$ cat src/rtl/fifo_arb_pkg.sv
// Shared types and default sizing for the round-robin FIFO write arbiter.
package fifo_arb_pkg;

  typedef enum logic {
    ARB_IDLE = 1'b0,
    ARB_BUSY = 1'b1
  } arb_st_e;

  localparam int DEF_NREQ  = 4;
  localparam int DEF_DWID  = 16;
  localparam int DEF_BURST = 4;

endpackage

$ cat src/rtl/rr_pick.sv
// Combinational round-robin picker: the search starts one past 'last',
// so the previous winner ends up at lowest priority.
module rr_pick #(
  parameter int NREQ = 4,
  parameter int IW   = $clog2(NREQ)
) (
  input  logic [NREQ-1:0] req,
  input  logic [IW-1:0]   last,
  output logic            valid,
  output logic [NREQ-1:0] onehot,
  output logic [IW-1:0]   idx
);

  always_comb begin
    valid  = 1'b0;
    onehot = '0;
    idx    = '0;
    for (int i = 1; i <= NREQ; i++) begin
      if (!valid && req[(int'(last) + i) % NREQ]) begin
        valid                              = 1'b1;
        onehot[(int'(last) + i) % NREQ]    = 1'b1;
        idx                                = IW'((int'(last) + i) % NREQ);
      end
    end
  end

endmodule

$ cat src/rtl/fifo_wr_arb.sv
// Round-robin arbiter steering up to BURST words per grant from NREQ
// requesters into an external synchronous FIFO; holds no data itself.
module fifo_wr_arb
  import fifo_arb_pkg::*;
#(
  parameter int NREQ  = DEF_NREQ,
  parameter int DWID  = DEF_DWID,
  parameter int BURST = DEF_BURST
) (
  input  logic                     clk,
  input  logic                     rst,
  input  logic [NREQ-1:0]          req_i,
  input  logic [NREQ*DWID-1:0]     wdata_i,
  input  logic                     fifo_full_i,
  output logic [NREQ-1:0]          gnt_o,
  output logic                     fifo_wr_o,
  output logic [DWID-1:0]          fifo_wdata_o,
  output logic [$clog2(NREQ)-1:0]  cur_id_o,
  output logic                     busy_o
);

  localparam int IW = $clog2(NREQ);
  localparam int BW = $clog2(BURST) + 1;

  arb_st_e         state;
  logic [NREQ-1:0] gnt_q;
  logic [IW-1:0]   cur_q;
  logic [IW-1:0]   last_q;
  logic [BW-1:0]   beat_q;

  logic            req_cur;
  logic            beat;
  logic            rel;
  logic            pick_valid;
  logic [NREQ-1:0] pick_oh;
  logic [IW-1:0]   pick_idx;
  logic [IW-1:0]   pick_last;

  assign req_cur = req_i[cur_q];
  assign beat    = (|(gnt_q & req_i)) & ~fifo_full_i;

  // Release on the last beat of a burst, or as soon as the owner drops its
  // request (even while the FIFO is full); full alone never rotates.
  assign rel = (state == ARB_BUSY) &
               ((beat & (beat_q == BW'(BURST - 1))) | ~req_cur);

  // On release the current owner is the rotation point, so it lands at
  // lowest priority and is regranted only when nobody else is asking.
  assign pick_last = (state == ARB_BUSY) ? cur_q : last_q;

  rr_pick #(.NREQ(NREQ), .IW(IW)) u_pick (
    .req    (req_i),
    .last   (pick_last),
    .valid  (pick_valid),
    .onehot (pick_oh),
    .idx    (pick_idx)
  );

  always_ff @(posedge clk or posedge rst) begin
    if (rst) begin
      state  <= ARB_IDLE;
      gnt_q  <= '0;
      cur_q  <= '0;
      last_q <= IW'(NREQ - 1);
      beat_q <= '0;
    end else begin
      case (state)
        ARB_IDLE: begin
          if (pick_valid) begin
            state  <= ARB_BUSY;
            gnt_q  <= pick_oh;
            cur_q  <= pick_idx;
            beat_q <= '0;
          end
        end
        ARB_BUSY: begin
          if (rel) begin
            last_q <= cur_q;
            beat_q <= '0;
            if (pick_valid) begin
              gnt_q <= pick_oh;
              cur_q <= pick_idx;
            end else begin
              state <= ARB_IDLE;
              gnt_q <= '0;
              cur_q <= '0;
            end
          end else if (beat) begin
            beat_q <= beat_q + 1'b1;
          end
        end
      endcase
    end
  end

  assign gnt_o        = gnt_q;
  assign cur_id_o     = cur_q;
  assign busy_o       = |gnt_q;
  assign fifo_wr_o    = beat;
  assign fifo_wdata_o = busy_o ? wdata_i[int'(cur_q)*DWID +: DWID] : '0;

endmodule
$ cat config.mk
export PLATFORM = sky130hd
export DESIGN_NAME = fifo_wr_arb
export DESIGN_NICKNAME = d
export VERILOG_FILES = /design/src/rtl/fifo_arb_pkg.sv /design/src/rtl/rr_pick.sv /design/src/rtl/fifo_wr_arb.sv
export SDC_FILE = /design/constraint.sdc
export NUM_CORES = 1
export LEC_CHECK = 0
export CAP_MARGIN = 15
export CORE_MARGIN = 5
export CORE_UTILIZATION = 40
export CTS_CLUSTER_DIAMETER = 60
export DETAILED_ROUTE_END_ITERATION = 12
export GPL_TIMING_DRIVEN = 0
export PLACE_DENSITY = 0.82
export SYNTH_ARGS = -nofsm -noshare
export SYNTH_HDL_FRONTEND = slang
export SYNTH_SLANG_ARGS = --single-unit
$ cat constraint.sdc
create_clock -name clk -period 4.4 [get_ports clk]
set_input_delay 0.88 -clock clk [delete_from_list [all_inputs] [get_ports clk]]
set_output_delay 0.88 -clock clk [all_outputs]
set_load 0.05 [all_outputs]
==> run metrics, run 1 <==
Min Hold Slack=0.501 ns; setup_tns=0 ns; layout cells sized above 1=14.0%; Iteration-0 DRC Markers=64; EDFF count, synth=0; Crit. End Element=output pin; PD cells=758 mW/mm2; post-route ant nets=0; Final Hold Fails=0; Mapped Nets=253; Via density=5.64; Yosys warnings=0; initial antenna violation count=0; Post-synth top flop=dfrtp_1; clock sink count=12; total routed wirelength=5.98 mm; IO buf count=94; Max transition margin=42.5%; Syn Area/Cell=9.50 um2; post-CTS setup buffer count=0; fin crit period=4.13 ns; I/O pin cnt=95; CORE AREA=0.00400 mm2; Post-Syn Instances=173; CP startpoint=req_i[1]; crit path DAT=3.25 ns; final worst-path cycle share=93.8%; # rows=23; FFs w/ async S/R, synth=100%; unrepaired setup endpoints after global routing=no; Yosys top cell area share=23.3%; Max Clk Rate=0.242 GHz; Synth Area in Compound Gates=19.2%; Post-Synth XOR/XNOR Area=0%; drt wl/cell=18.6 um; CTS max path bufs=2; Peak supply drop=0.339 mV; clock latency at the later pin of the worst-skew pair=0.24 ns; outcome=finished clean; Vias=1810; post-synthesis mux area share=31.7%; full die area=0.00549 mm2; first-pass GRT wire length=8.79 mm; Startpoint Class=input pin; Post-CTS Resized=0; CP Max Fanout=10; max cap viols=0; final net count=352; R2R cell count=10; Hold Path Class=flop to flop; CTS tree=yes; Seq/Total Area, Yosys=18.4%; commonest non-fill, non-tap cell in the layout=clkdlybuf4s50_1; total track usage=20.9%; dominant cells by area after synthesis=mux4_2 (23%), dfrtp_1 (15%), ha_1 (6.8%); hold buffers post-CTS=0; Synth Area in Adders=6.85%; Finished Cell Area=0.00270 mm2; post-place instance area=0.00265 mm2; Synth Cell Area=0.00164 mm2; Reg-to-Reg Start=cur_id_o[0]$_DFFE_PP0P_; Worst-path clk slew=0.05 ns; Max Clock Skew=0.00540 ns; hpwl dp=4.91 mm; CP required=3.52 ns; largest net degree at the start of global routing=14; htree depth=1; P&R area growth vs syn=64.2%; GRT Residual Overflow=0; FILL cells=320; worst hold start=beat_q[2]$_DFFE_PP0P_; critical path class=input pin to output pin; Worst Max-Slew Pin Slew=0.856 ns; setup slack, reg-to-reg=1.59 ns; Root Driver=clkbuf_8; post-route DRC violation count=0; #FFs+latches synth=12; Final setup violation count=0; fin. max-slew vios=0; Hold Crit Depth=1; diode count=0; cts bufs inserted=3; simple-gate share of the synthesized area=16.5%; Power Total=2.05 mW; Horiz. Die Dim=74.1 um; number of global-route vias before repair=1721; Initial Util=41.1%; synth unique cells=38; main combinational cell family by area after synthesis=multiplexers; Leakage=1.04 nW; Die Height=74.1 um; GP Congestion=0.830; area leader, netlist=mux4_2; most frequent cells in the layout=clkdlybuf4s50_1 (94), mux4_2 (17), nor2b_1 (16), nand2_1 (15), inv_1 (12); drt first pass iters=4
[cell type report]
cell class | instances | area (um2) | share of cell area (%)
Inverter | 13 | 48.8 | 1.81
Buffer | 15 | 72.6 | 2.69
Multi-Input combinational cell | 133 | 1230 | 45.4
Timing Repair Buffer | 94 | 941 | 34.9
Sequential cell | 12 | 303 | 11.2
Clock buffer | 4 | 45.0 | 1.67
Tap cell | 50 | 62.6 | 2.32
[stage by stage]
stage | setup WS, ns | instances | utilization [%]
5_1_grt | 0.153 | 321 | 67.5
6_report | 0.275 | 321 | 67.5
3_5_place_dp | 0.310 | 317 | 66.3
2_1_floorplan | 1.16 | 173 | -
3_3_place_gp | 0.366 | 317 | 66.2
4_1_cts | 0.305 | 321 | 67.5
[sequential cells by signal, indices dropped and copies added (netlist names)]
register / count
state: 1
last_q: 2
cur_id_o: 2
beat_q: 3
gnt_o: 4
[cells by family after synthesis]
kind of cell / Yosys count
buffers and inverters: 28
AO/OA/AOI/OAI: 45
flip-flops: 12
multiplexers: 28
adder cells (fa/ha/maj): 9
AND/OR/NAND/NOR: 51
[cell usage after synthesis (2+ instances only)]
master    count
dfstp_2       2
mux2_2        4
buf_1         3
nand4_1       2
o21ai_0      11
nand2b_1      4
mux2i_1       4
o31ai_1       3
nor2_1        4
nand3_1       2
nand2_1      15
nor3b_1       2
dfrtp_1      10
mux2_4        2
nor2b_1      16
o221ai_1      5
a221oi_1      5
o21a_1        2
clkbuf_1      6
inv_1        12
a21oi_1       6
o22ai_1       5
buf_2         4
ha_1          9
nor4_1        2
nor3_1        2
a22o_1        3
a22oi_1       2
mux4_2       17
[layer usage]
layer	vias to the layer above	part of all wire (%)	track usage (%)
met5	-	0	0
met4	0	1.6	5.63
met3	9	7.7	2.43
met2	77	55	39.4
met1	866	35	24.7
li1	858	-	-
[worst paths after layout]
path,to
min in group asynchronous,beat_q[2]$_DFFE_PP0P_
min,beat_q[2]$_DFFE_PP0P_
max reg2reg,gnt_o[3]$_DFFE_PP0P_
max,fifo_wr_o
min reg2reg,beat_q[2]$_DFFE_PP0P_
max in group asynchronous,last_q[0]$_DFFE_PP1P_
[report_power, final]
group          switching, mW  total (mW)  internal (mW)
Sequential            0.0468       0.209          0.162
Combinational           1.04        1.73          0.694
Clock                 0.0413       0.105         0.0639
[critical path: stages]
cell and delay (ns):
clkdlybuf4s50_1 0.56, clkbuf_1 0.40, a22oi_1 0.18, a21oi_1 0.35, clkdlybuf4s50_1 0.88
(Power assumes the default switching activity.)
==> inputs of run 2 (changes only) <==
--- a/config.mk
+++ b/config.mk
@@ -11,6 +11,7 @@
 export CTS_CLUSTER_DIAMETER = 60
 export DETAILED_ROUTE_END_ITERATION = 12
 export GPL_TIMING_DRIVEN = 0
+export HOLD_SLACK_MARGIN = 0.15
 export PLACE_DENSITY = 0.82
 export SYNTH_ARGS = -nofsm -noshare
 export SYNTH_HDL_FRONTEND = slang
==> results of run 2 <==
No change in the layout: final DEF, timing and power equal those of run 1.
